<file path="src/rtl/fetch_pkg.sv">
// Shared types and defaults for the instruction fetch front end.
// Imported by the fetch buffer and the fetch unit top level.
package fetch_pkg;

    localparam int INSTR_W = 16;
    localparam int ADDR_W  = 16;

    localparam logic [ADDR_W-1:0] RESET_PC_DEFAULT = 16'h0000;
    localparam logic [ADDR_W-1:0] PC_STEP_DEFAULT  = 16'd2;

    typedef enum logic [1:0] {
        EMPTY = 2'd0,
        ONE   = 2'd1,
        TWO   = 2'd2
    } buf_state_t;

endpackage

</file>
<file path="src/rtl/fetch_buffer.sv">
// Two-entry {instr, pc} queue: IR at the head plus one prefetch slot (PB).
// Flush empties the queue and overrides any push or pop in the same cycle.
module fetch_buffer
    import fetch_pkg::*;
(
    input  logic               clk,
    input  logic               rst_n,
    input  logic               push,
    input  logic               pop,
    input  logic               flush,
    input  logic [INSTR_W-1:0] push_instr,
    input  logic [ADDR_W-1:0]  push_pc,
    output logic [INSTR_W-1:0] ir,
    output logic [ADDR_W-1:0]  ir_pc,
    output logic               ir_valid,
    output logic               full
);

    buf_state_t         state, state_n;
    logic [INSTR_W-1:0] ir_n, pb, pb_n;
    logic [ADDR_W-1:0]  ir_pc_n, pb_pc, pb_pc_n;

    // NOTE: sequential state uses non-blocking assignments so every register samples pre-edge values.
    always_ff @(posedge clk or negedge rst_n) begin
        if (!rst_n) begin
            state <= EMPTY;
            ir    <= '0;
            ir_pc <= '0;
            pb    <= '0;
            pb_pc <= '0;
        end else begin
            state <= state_n;
            ir    <= ir_n;
            ir_pc <= ir_pc_n;
            pb    <= pb_n;
            pb_pc <= pb_pc_n;
        end
    end

    // NOTE: every output of this block gets a hold default first, so no latch can be inferred.
    always_comb begin
        state_n = state;
        ir_n    = ir;
        ir_pc_n = ir_pc;
        pb_n    = pb;
        pb_pc_n = pb_pc;
        if (flush) begin
            state_n = EMPTY;
        end else begin
            unique case (state)
                EMPTY: begin
                    if (push) begin
                        ir_n    = push_instr;
                        ir_pc_n = push_pc;
                        state_n = ONE;
                    end
                end
                ONE: begin
                    if (pop && push) begin
                        ir_n    = push_instr;
                        ir_pc_n = push_pc;
                    end else if (pop) begin
                        state_n = EMPTY;
                    end else if (push) begin
                        pb_n    = push_instr;
                        pb_pc_n = push_pc;
                        state_n = TWO;
                    end
                end
                TWO: begin
                    // The prefetched entry always advances to the head on a pop.
                    if (pop) begin
                        ir_n    = pb;
                        ir_pc_n = pb_pc;
                        if (push) begin
                            pb_n    = push_instr;
                            pb_pc_n = push_pc;
                        end else begin
                            state_n = ONE;
                        end
                    end
                end
                default: state_n = EMPTY;
            endcase
        end
    end

    assign ir_valid = (state != EMPTY);
    assign full     = (state == TWO);

endmodule

</file>
<file path="src/rtl/instruction_fetch_unit.sv">
// Fetch front end: owns the PC, drives instruction memory and feeds the
// decode stage through a two-entry buffer; redirects flush and restart fetch.
module instruction_fetch_unit
    import fetch_pkg::*;
#(
    parameter logic [ADDR_W-1:0] RESET_PC = RESET_PC_DEFAULT,
    parameter logic [ADDR_W-1:0] PC_STEP  = PC_STEP_DEFAULT
) (
    input  logic               clk,
    input  logic               rst_n,
    input  logic               en,
    output logic [ADDR_W-1:0]  imem_addr,
    input  logic [INSTR_W-1:0] imem_instr,
    output logic [INSTR_W-1:0] ir,
    output logic [ADDR_W-1:0]  ir_pc,
    output logic               ir_valid,
    input  logic               ir_ready,
    input  logic               redirect,
    input  logic [ADDR_W-1:0]  redirect_pc,
    output logic               align_err,
    output logic [15:0]        fetch_count
);

    logic [ADDR_W-1:0] pc;
    logic              pop;
    logic              fetch;
    logic              full;

    assign pop   = ir_valid && ir_ready;
    // A full buffer can still accept a fetch when the head leaves in the same cycle.
    assign fetch = en && !redirect && (!full || pop);

    always_ff @(posedge clk or negedge rst_n) begin
        if (!rst_n) begin
            pc          <= RESET_PC;
            align_err   <= 1'b0;
            fetch_count <= '0;
        end else begin
            align_err <= redirect && redirect_pc[0];
            if (redirect) begin
                pc <= {redirect_pc[ADDR_W-1:1], 1'b0};
            end else if (fetch) begin
                pc <= pc + PC_STEP;
            end
            if (fetch) begin
                fetch_count <= fetch_count + 16'd1;
            end
        end
    end

    assign imem_addr = pc;

    fetch_buffer u_buffer (
        .clk        (clk),
        .rst_n      (rst_n),
        .push       (fetch),
        .pop        (pop),
        .flush      (redirect),
        .push_instr (imem_instr),
        .push_pc    (pc),
        .ir         (ir),
        .ir_pc      (ir_pc),
        .ir_valid   (ir_valid),
        .full       (full)
    );

endmodule
</file>
<file path="config.mk">
export PLATFORM = sky130hd
export DESIGN_NAME = instruction_fetch_unit
export DESIGN_NICKNAME = d
export VERILOG_FILES = /design/src/rtl/fetch_pkg.sv /design/src/rtl/fetch_buffer.sv /design/src/rtl/instruction_fetch_unit.sv
export SDC_FILE = /design/constraint.sdc
export NUM_CORES = 1
export LEC_CHECK = 0
export BUFFER_PORTS_ARGS = -buffer_cell sky130_fd_sc_hd__buf_2
export CAP_MARGIN = 20
export CORE_MARGIN = 2
export CORE_UTILIZATION = 58
export DETAILED_ROUTE_END_ITERATION = 12
export PLACE_DENSITY = 0.95
export SYNTH_ARGS = -nofsm -noshare
export SYNTH_HDL_FRONTEND = slang
export SYNTH_SLANG_ARGS = --single-unit
export TNS_END_PERCENT = 20
</file>
<file path="constraint.sdc">
create_clock -name clk -period 4.4 [get_ports clk]
set_input_delay 0.88 -clock clk [delete_from_list [all_inputs] [get_ports clk]]
set_output_delay 0.88 -clock clk [all_outputs]
set_load 0.01 [all_outputs]
</file>
==> key figures <==
Cells and area
  • Antenna Cells: 0
  • Non-filler instance count after layout: 548
  • Final instance area: 5265 µm²
  • Net count, final: 483
  • Sequential cell area: 2402 µm²
  • Area of the multi-input gates: 1983 µm²
  • Layout fillers: 515
  • Layout cells sized above 1: 49.22%
  • Layout area overhead: 18.34%

Power and ir drop
  • Sw Share: 29.60%
  • Internal: 1.650 mW
  • Pwr dens: 445.2 nW/µm²
  • Worst IR Drop VDD: 0.2804 mV
  • Final Total Pwr: 2.344 mW
  • Clock share of power: 25.6%
  • Psw: 0.6938 mW
  • Pleak: 2.428 nW
  • Reg power frac: 52.8%
  • Power share of the combinational group: 21.5%

Logic synthesis
  • FFs w/ async S/R, synth: 100.0%
  • Mapped Area: 4449 µm²
  • Main synth FF type: dfrtp_1
  • Cell taking the most area after synthesis: dfrtp_1
  • Synth area leaders: dfrtp_1 54%, mux2_2 24%, xnor2_1 2.8%
  • Yosys reg bits: 96
  • Syn_area_per_cell: 12.75 µm²
  • Synth top area share: 53.99%
  • Number of flops mapped to enable cells by yosys: 0
  • Yosys Warn Count: 0
  • Unique masters post-synth: 41
  • Cells after Synth: 349
  • Sequential fraction of the synthesis area: 53.99%

Detailed routing
  • Via-to-Cell Ratio: 5.584
  • Total Wirelength: 9120 µm
  • DR pass1 iterations: 4
  • Drc violations: 0
  • Routed Antenna Nets: 0
  • Via count: 3060
  • 1st-iter DRT viols: 106
  • Routed wire per std cell: 16.64 µm

GRT
  • Largest net degree at the start of global routing: 63
  • Vias in the first global route: 3072
  • Total global routing overflow: 0
  • GRT Util Overall: 22.80%
  • Initial antenna violation count: 0
  • First-pass GRT wire length: 15190 µm

Floorplanning
  • Core area: 7331 µm²
  • Core Rows: 31
  • Die Span Y: 91.59 µm
  • Area of the die: 8388 µm²
  • Initial Util: 60.69%
  • Die Wd: 91.59 µm
  • I/O pin cnt: 103

Setup path
  • CP Data Arrival Time: 2.81 ns
  • Crit. End Element: register
  • Critical-path cell list: buf_2 > nor3b_2 > nor2_1 > o21ai_4 > mux2_2
  • Crit-path slowest cell: nor3b_2
  • CP max FO: 31
  • FF-to-FF setup slack: 1.94 ns
  • Max incr delay on CP: 0.65 ns
  • Crit path launch type: primary input
  • Crit path kind: in -> reg
  • CP required: 4.63 ns

STA
  • # setup viols final: 0
  • Max Slew Vio Count: 0
  • Setup TNS: 0 ns
  • Fin. Hold Viols: 0
  • Worst-Margin Slew: 1.041 ns
  • FMAX: 0.3868 GHz
  • Period utilization: 58.75%
  • Max-slew headroom: 30.45%
  • Period minus WS final: 2.585 ns
  • RSZ-0062 raised after global routing: false
  • Worst Skew: 0.01693 ns

Placed design
  • IO buf count: 100
  • Hpwl dp: 6219 µm
  • Placed Cells: 531
  • RD Place Congestion: 0.7741
  • DP Area: 5027 µm²

Clock network
  • Post-CTS resize count: 0
  • # hold bufs at CTS: 0
  • CTS tree: built
  • TritonCTS buffer count: 9
  • Clk_lat worst skew: 0.35 ns
  • Clk root buf: clkbuf_8
  • Clock sink total: 96
  • Post-CTS setup buffer count: 0
  • Max clock buf depth: 2
  • H-tree depth: 3
  • CTS clock-pin slew for the worst setup and hold paths: 0.09 ns

Status
  • Status: completed

Job
  • Max Cap Viol: 0

Hold path
  • HP Class: reg -> reg
layout make-up:
cell class	count	area share, %
clock buffers	10	2.614
inverters	2	0.1426
clock inverters	6	1.378
repair buffers	102	10.22
flip-flops and latches	96	45.63
multi-input cells	233	37.67
well taps	99	2.353
power groups by stage:
stage | Combinational (mW) | Sequential, mW | Clock, mW
after floorplan | 0.265 | 1.26 | 0
final | 0.505 | 1.24 | 0.601
after global routing | 0.555 | 1.27 | 0.654
after detailed placement | 0.507 | 1.25 | 0
after CTS | 0.511 | 1.23 | 0.615
after global placement | 0.484 | 1.23 | 0
worst paths after layout:
check,depth (start not counted),endpoint,startpoint
max,5,u_buffer.pb[14],ir_ready
min,1,fetch_count[15],fetch_count[15]
max reg2reg,4,u_buffer.pb[14],u_buffer.state[0]
min reg2reg,1,fetch_count[15],fetch_count[15]
max in group asynchronous,2,u_buffer.pb[14],rst_n
min in group asynchronous,1,fetch_count[11],rst_n
logic make-up after synthesis:
| group | synth area share [%] |
|---|---|
| flops | 53.99 |
| compound gates | 3.037 |
| mux | 24.27 |
| fa+ha+maj | 0.5623 |
| buf+inv | 2.193 |
| simple gates | 11.33 |
| other cells | 0.08428 |
| xor+xnor | 4.528 |
state kept, by name, summed over array words and instances (netlist names):
signal          cells
u_buffer.pb        16
imem_addr          15
fetch_count        16
u_buffer.state      2
u_buffer.ir        16
u_buffer.pb_pc     15
u_buffer.ir_pc     15
align_err           1
cell usage after synthesis (4+ instances only):
library cell and count:
nand3_1 12, buf_2 9, xnor2_1 14, clkbuf_1 7, nor2b_1 5, and4_1 4, nand2_1 26, xor2_1 9
nand2b_1 5, nand4_1 4, dfrtp_1 96, o21ai_0 11, mux2_2 94, or4_1 5, nor2_1 7
layout by cell type, fill, tap and decap left out, drive strengths merged, types with 2 or more instances in the layout:
cell type  count
nor2           7
dfrtp         96
o21ai         13
buf          102
o31a           2
nor4           3
conb           2
or3            2
nand4          5
ha             2
and3           2
or4            6
xnor2         14
nor2b          5
inv            5
nand2b         5
mux2          95
clkbuf        10
a22oi          3
nand2         26
nand3b         3
nand3         12
xor2           9
nor3           2
and4           4
and2           2
metrics by stage:
stage	util [%]	setup WS [ns]	hold slack (ns)
after global routing	71.82	1.664	0.4842
after floorplan	-	2.115	0.4585
after CTS	71.45	1.824	0.4769
final	71.82	1.815	0.4725
after detailed placement	68.58	1.454	0.4617
after global placement	68.58	1.566	0.4565
worst max-delay path: cells and delay by family:
family	cells	cell delay, ns
AOI/OAI and AO/OA	1	0.44
buffers and inverters	1	0.13
muxes	1	0.42
and+or+nand+nor	2	0.92
metal layers:
metal  GRT usage (%)  share of wire (%)  vias to the layer above
met5               0                  0                        -
met4           5.682               0.76                        0
met3           4.730                5.4                        6
met2           37.44                 49                       88
met1           31.19                 45                     1542
li1                -                  -                     1424
Note: power is estimated with default switching activity, not from simulation.
